<file path="src/rtl/fir_pkg.sv">
// rtl/fir_pkg.sv - shared types, sizes and coefficients for the binary FIR block filter
package fir_pkg;

    typedef logic signed [31:0] sample_t;

    typedef enum logic [1:0] {
        OP_IDLE    = 2'b00,
        OP_LOAD    = 2'b01,
        OP_COMPUTE = 2'b10,
        OP_READ    = 2'b11
    } op_t;

    localparam int N_TAPS       = 10;
    localparam int SIGNAL_COUNT = 10;

    localparam sample_t FIR_COEFF [N_TAPS] = '{
        32'sd1, 32'sd2, 32'sd3, 32'sd4, 32'sd5,
        32'sd6, 32'sd7, 32'sd8, 32'sd9, 32'sd10
    };

endpackage

</file>
<file path="src/rtl/fir_mac.sv">
// rtl/fir_mac.sv - combinational dot product of the tap vector with the coefficients
module fir_mac
    import fir_pkg::*;
#(
    parameter int n = N_TAPS
) (
    input  sample_t i_taps [n],
    output sample_t o_sum
);

    sample_t w_acc;

    // Products and the running sum both wrap at 32 bits; no saturation.
    always_comb begin
        w_acc = '0;
        for (int i = 0; i < n; i++) begin
            w_acc = w_acc + i_taps[i] * FIR_COEFF[i];
        end
    end

    assign o_sum = w_acc;

endmodule

</file>
<file path="src/rtl/fir_srg_filter.sv">
// rtl/fir_srg_filter.sv - block FIR filter: sample buffer, tap shift register, result buffer
module fir_srg_filter
    import fir_pkg::*;
#(
    parameter int n           = N_TAPS,
    parameter int signalCount = SIGNAL_COUNT
) (
    input  logic        clk,
    input  logic        reset,
    input  logic [31:0] addr,
    input  logic [31:0] x,
    input  logic [1:0]  operation,
    output logic [31:0] y,
    output logic        done
);

    localparam int IW = (signalCount > 1) ? $clog2(signalCount) : 1;
    localparam int CW = $clog2(signalCount + 1);

    sample_t        r_samples [signalCount];
    sample_t        r_results [signalCount];
    sample_t        r_taps    [n];
    logic [CW-1:0]  r_cnt;
    logic           r_done;

    sample_t        w_new_taps [n];
    sample_t        w_sum;
    sample_t        w_y;
    op_t            w_op;
    logic           w_addr_ok;
    logic           w_cnt_ok;
    logic [IW-1:0]  w_addr_idx;
    logic [IW-1:0]  w_cnt_idx;

    assign w_op       = op_t'(operation);
    assign w_addr_ok  = (addr < 32'(signalCount));
    assign w_cnt_ok   = (r_cnt < CW'(signalCount));
    assign w_addr_idx = addr[IW-1:0];
    assign w_cnt_idx  = r_cnt[IW-1:0];

    // The MAC sees the post-shift tap contents, so result[cnt] includes sample[cnt].
    always_comb begin
        for (int i = 0; i < n; i++) begin
            w_new_taps[i] = '0;
        end
        w_new_taps[0] = w_cnt_ok ? r_samples[w_cnt_idx] : '0;
        for (int i = 1; i < n; i++) begin
            w_new_taps[i] = r_taps[i-1];
        end
    end

    fir_mac #(.n(n)) u_mac (
        .i_taps (w_new_taps),
        .o_sum  (w_sum)
    );

    always_ff @(posedge clk) begin
        if (!reset) begin
            for (int i = 0; i < signalCount; i++) begin
                r_samples[i] <= '0;
                r_results[i] <= '0;
            end
            for (int i = 0; i < n; i++) begin
                r_taps[i] <= '0;
            end
            r_cnt  <= '0;
            r_done <= 1'b0;
        end else begin
            case (w_op)
                OP_IDLE, OP_LOAD: begin
                    if (w_op == OP_LOAD && w_addr_ok) begin
                        r_samples[w_addr_idx] <= x;
                    end
                    for (int i = 0; i < n; i++) begin
                        r_taps[i] <= '0;
                    end
                    r_cnt  <= '0;
                    r_done <= 1'b0;
                end
                OP_COMPUTE: begin
                    if (!r_done && w_cnt_ok) begin
                        for (int i = 0; i < n; i++) begin
                            r_taps[i] <= w_new_taps[i];
                        end
                        r_results[w_cnt_idx] <= w_sum;
                        r_cnt <= r_cnt + 1'b1;
                        if (r_cnt == CW'(signalCount - 1)) begin
                            r_done <= 1'b1;
                        end
                    end
                end
                default: begin
                end
            endcase
        end
    end

    always_comb begin
        w_y = '0;
        if (reset && w_op == OP_READ && w_addr_ok) begin
            w_y = r_results[w_addr_idx];
        end
    end

    assign y    = w_y;
    assign done = r_done;

endmodule

</file>
<file path="config.mk">
export PLATFORM = sky130hd
export DESIGN_NAME = fir_srg_filter
export DESIGN_NICKNAME = d
export VERILOG_FILES = /design/src/rtl/fir_pkg.sv /design/src/rtl/fir_mac.sv /design/src/rtl/fir_srg_filter.sv
export SDC_FILE = /design/constraint.sdc
export NUM_CORES = 2
export LEC_CHECK = 0
export ABC_CLOCK_PERIOD_IN_PS = 9600
export BUFFER_PORTS_ARGS = -buffer_cell sky130_fd_sc_hd__buf_2
export CAP_MARGIN = 20
export CORE_ASPECT_RATIO = 1.2
export CORE_MARGIN = 2
export CORE_UTILIZATION = 50
export CTS_BUF_LIST = sky130_fd_sc_hd__clkbuf_2 sky130_fd_sc_hd__clkbuf_4 sky130_fd_sc_hd__clkbuf_8
export CTS_CLUSTER_DIAMETER = 80
export DETAILED_ROUTE_END_ITERATION = 8
export GPL_TIMING_DRIVEN = 1
export HOLD_SLACK_MARGIN = 0.03
export PLACE_DENSITY = 0.66
export SETUP_SLACK_MARGIN = 0.2
export SYNTH_ARGS = -nofsm -noshare
export SYNTH_HDL_FRONTEND = slang
export SYNTH_SLANG_ARGS = --single-unit
export TNS_END_PERCENT = 20
</file>
<file path="constraint.sdc">
create_clock -name clk -period 9.6 [get_ports clk]
set_input_delay 0.48 -clock clk [delete_from_list [all_inputs] [get_ports clk]]
set_output_delay 0.48 -clock clk [all_outputs]
set_load 0.05 [all_outputs]
</file>
* Yosys cells after proc, flatten, opt, wreduce, memory -nomap -nowiden
Memory sizes are Yosys's and may differ from the RTL's. A register that Yosys moved wholly into a read port is not among the register bits.
Cells that the tools add are included.
** Word-level totals
- Bits in registers :: 5
- RAM bits :: 960
- Bits of input ports :: 68
- Output and inout port bits :: 33
- Logic and storage cells :: 108
- Memories :: 3
** Operators by class
- Add/subtract/negate cells :: 10
- $mul :: 6
- $lt $le $gt $ge :: 2
- Eq/ne operators :: 6
- Muxes and demuxes :: 47
- Bitwise gates (word level) :: 20
- Reductions and logical operators :: 12
** Memory list
- r_results :: words 10, bits a word 32, rd ports 1, clocked after memory_dff 0, write ports 10, RTL line fir_srg_filter.sv:21 : sample_t r_results [signalCount];
- r_samples :: words 10, bits a word 32, rd ports 1, clocked after memory_dff 1, write ports 10, RTL line fir_srg_filter.sv:20 : sample_t r_samples [signalCount];
- r_taps :: words 10, bits a word 32, rd ports 9, clocked after memory_dff 0, write ports 10, RTL line fir_srg_filter.sv:22 : sample_t r_taps [n];
** Operators with widths (count)
- $mux W32 :: 24
- $add A32 B32 Y32 :: 9
- $mul A32 B4 Y32 const B :: 2
- $reduce_or A32 Y1 :: 2
- $lt A32 B4 Y1 const B :: 1
- $mul A32 B3 Y31 const B :: 1
- $mul A32 B3 Y32 const B :: 1
- $mul A32 B4 Y31 const B :: 1
- $mul A32 B5 Y32 const B :: 1
- $mux W4 :: 5
- $or A1 B1 Y1 :: 20
- $mux W1 :: 16
- $pmux W4 S2 :: 1
- $add A4 B1 Y4 const B :: 1
- $eq A2 B2 Y1 const B :: 2
- $eq A4 B4 Y1 const B :: 1
- $logic_and A1 B1 Y1 :: 4
- $lt A4 B4 Y1 const B :: 1
- $ne A2 B2 Y1 const B :: 2
- $reduce_and A3 Y1 :: 1
- $eq A2 B1 Y1 const B :: 1
- $logic_not A2 Y1 :: 1
- $pmux W1 S2 :: 1
- $reduce_and A2 Y1 :: 1
- 3 further kinds :: 3

* Longest topological paths before layout
- Depth after elaboration :: 12
- Gate-level depth with buffers :: 38
- Mapped depth without buffers :: 37

* Modules after synthesis
Synthesis repeated with hierarchy kept, for this count alone.
** Second synthesis, totals
- Cell total of the unflattened synthesis :: 4935
- Area, all modules :: 70141.0 µm²
** Modules (own cells, without submodules)
- fir_srg_filter :: times used 1, cells an instance 3117, area each 53289.9 µm², sequential area each 39578.0 µm²
- fir_mac :: times used 1, cells an instance 1818, area each 16851.2 µm², sequential area each 0.0 µm²

* Worst setup path after synthesis
Ideal clock, no wire load.
- Path type :: register -> register
- Start :: memory r_taps[0][130] (netlist bit)
- End :: memory r_results[10][31] (netlist bit) (data pin)
- Library setup time :: 286 ps
- Arrival :: 8411 ps
- Data required time :: 9314 ps
- Path slack :: 902 ps
- Cell stages (with the launch flop) :: 35
- Buffers on the path :: 0
- Period minus slack after synthesis :: 8698 ps
- Cells stage by stage :: edfxtp_1 > ha_1 > ha_1 > a21o_1 > a21oi_1 > o21ai_1 > a2111oi_0 > nor3_1 > or3_1 > a21o_1 > a21oi_1 > xor2_1 > fa_1 > inv_1 > fa_1 > inv_1 > fa_1 > fa_1 > fa_1 > inv_1 > fa_1 > inv_1 > fa_1 > inv_1 > ha_1 > nand4_1 > nor2_1 > o211ai_1 > o211a_1 > a31o_1 > a21oi_1 > xnor2_1 > xnor2_1 > xor2_2 > nor2_1
** RTL lines (RTL line)
- start, declared :: fir_srg_filter.sv:22
- end, declared :: fir_srg_filter.sv:21

==> metrics.md <==
| Metric | Value |
|---|---|
| CTS Buffer Depth | 3 |
| Syn Std Cell Area | 0.06970 sq mm |
| Yosys reg bits | 1320 |
| Arr. time, crit path | 9680 ps |
| Wire per inst | 21.14 um |
| Post-layout util | 0.5644 |
| Slowest CP cell | fa_1 |
| Most frequent cells in the layout | edfxtp_1, inv_1, nor2_1 |
| Number of synthesized flops with an enable pin | 1311 |
| Mux share of post-synthesis cell area | 0.1032 |
| Starting DRT DRC Count | 3017 |
| M3 GR Usage | 0.03573 |
| Final period util | 0.9373 |
| Io pins | 101 |
| Initial antenna violation count | 6 |
| Root Driver | clkbuf_8 |
| Met1 Track Usage GR | 0.3017 |
| Setup crit start kind | flip-flop |
| GR Util met2 | 0.3917 |
| Fin. Hold Viols | 0 |
| Main synth FF type | edfxtp_1 |
| Rows | 150 |
| DP HPWL | 106500 um |
| Critical path class | flip-flop to flip-flop |
| Minimum clock period | 8998 ps |
| Critical Path Fanout Max | 7 |
| Most common cell after layout, fill and taps aside | edfxtp_1 |
| Synth Area in Simple Gates | 0.07372 |
| Die width | 344.8 um |
| Relative slew slack | 0.2960 |
| Largest net degree at the start of global routing | 170 |
| Drt pass-1 iters | 5 |
| Die Span Y | 413.0 um |
| Syn Inst Count | 4917 |
| Fmax | 111.1 MHz |
| Vias per cell | 5.267 |
| Worst-skew pair later-pin latency | 980 ps |
| Core ar. | 0.1389 sq mm |
| Number of global-route vias before repair | 42.02k |
| Async set-or-reset flop fraction in the synthesized netlist | 0 |
| Die area | 0.1424 sq mm |
| RSZ-0062 raised after global routing | yes |
| Post-synthesis sequential area ratio | 0.5674 |
| Fraction of layout cells with a size suffix above 1 | 0.1569 |
| Largest family of logic cells by synthesized area | adder cells |
| Syn. warnings | 0 |
| Status | finished clean |
| Clock Skew | 49.59 ps |
| Global route overflow | 0 |
| FILL cells | 11.35k |
| Residual antenna-violating net count after detailed routing | 0 |
| Syn_area_per_cell | 14.18 sq um |
| CTS tree | done |
| Hold path depth | 3 |
| Initial Utilization | 0.5019 |
| Port Buffer Count | 100 |
| Adder-cell area share of the yosys netlist | 0.1622 |
| Dpl ws | 374.6 ps |
| Synth unique cells | 74 |
| TNS Setup | 0 ps |
| Compound-Gate Fraction of Synth Area | 0.02158 |
| Most frequent CP cell | fa_1 |
| H-tree depth | 4 |
| Final setup violation count | 0 |
| Worst min-delay path class | input port to flip-flop |
| Clock buffer count from CTS | 201 |
| Worst-Margin Slew | 1056 ps |
| Xor/xnor cell area share of the yosys netlist | 0.01364 |
| GRT busiest layer | met2 |
| Setup WS post-layout | 601.7 ps |
| P&R area growth vs syn | 12.45% |
| Slew Limit Fails | 0 |
| Slowest Stage Delay on Critical Path | 560 ps |
| Hold WS | 126.8 ps |
| CTS clk-pin slew, worst paths | 70 ps |
| Clock sinks | 1320 |
| CP Data Required Time | 10280 ps |
| Reg2reg path depth | 36 |
| Crit end category | flip-flop |
| First-pass GRT wire length | 245600 um |
| Final WL | 159100 um |
| Routability-driven placement congestion ratio | 0.8854 |
| DR vias | 39.64k |
| Max-Cap Viols | 0 |
| Post-route DRC | 0 |
| Fin nets | 6286 |
| Global Route Usage Sum | 0.2307 |
final timing paths:
path                                      from                 to  slack (ps)
worst max-delay path            r_taps[0][259]  r_results[14][31]         600
worst min-delay path                     x[22]   r_samples[2][22]         130
worst max register to register  r_taps[0][259]  r_results[14][31]         600
worst min register to register  r_taps[0][222]     r_taps[0][254]         550
stage by stage:
stage               instances  cell area [sq um]
floorplan                5300              71140
global placement         7128              74080
detailed placement       7128              74080
CTS                      7517              78210
global route             7524              78380
finish                   7526              78380
layer usage:
layer,share of wire,vias up,routed length [um]
li1,-,17849,-
met5,0,-,0
met1,0.40,20341,64330
met3,0.055,300,8770
met4,0.032,0,5105
met2,0.51,1153,80860
registers in the layout, indices dropped and copies added, names as in the netlist, named ones only:
signal	cells
done	1
r_samples	512
r_cnt	4
r_results	512
r_taps	287
synthesized netlist by cell type, drive strengths merged (40+ instances only):
cell	number	area share
nor2	780	0.042
a21o	42	0.0045
a21oi	64	0.0046
mux4	318	0.10
fa	374	0.11
xnor2	78	0.0098
ha	305	0.055
clkbuf	160	0.0086
o21ai	40	0.0029
nor2b	41	0.0037
and3	142	0.013
nand2	142	0.0076
edfxtp	1311	0.56
inv	880	0.047
worst max-delay path: cells and delay by family, from the launching register on:
kind / cells / cell delay (ps)
simple gates: 6 / 840
xor+xnor: 4 / 700
fa+ha+maj: 10 / 4310
flops: 1 / 430
buf+inv: 6 / 440
compound gates: 10 / 1990
logic make-up (layout without fill, tap and decap cells):
kind of cell / Yosys count / in the layout
simple gates: 1191 / 1191
buf+inv: 1077 / 1475
xor+xnor: 106 / 106
flops: 1320 / 1320
fa+ha+maj: 679 / 679
other cells: 1 / 388
mux: 321 / 321
compound gates: 222 / 222
what timing repair did:
item | in CTS | in global routing
endpoints found under the hold margin | 192 | 0
setup endpoints to repair | 0 | 163
hold buffers | 27 | 0
setup buffers | 0 | 4
resized for setup | 0 | 30
cell type report:
cell class	count	area [sq um]	area share
multi-input combinational	2903	27670	0.3531
timing repair buffer	233	1684	0.02149
sequential	1320	39560	0.5047
inverter	880	3314	0.04229
clock inverter	91	560.5	0.007152
tap	1824	2282	0.02912
antenna	4	10.01	0.0001277
clock buffer	271	3298	0.04208
Power is not shown: default switching activity piles up to over one toggle a cycle in this logic, so the estimate is an artifact.
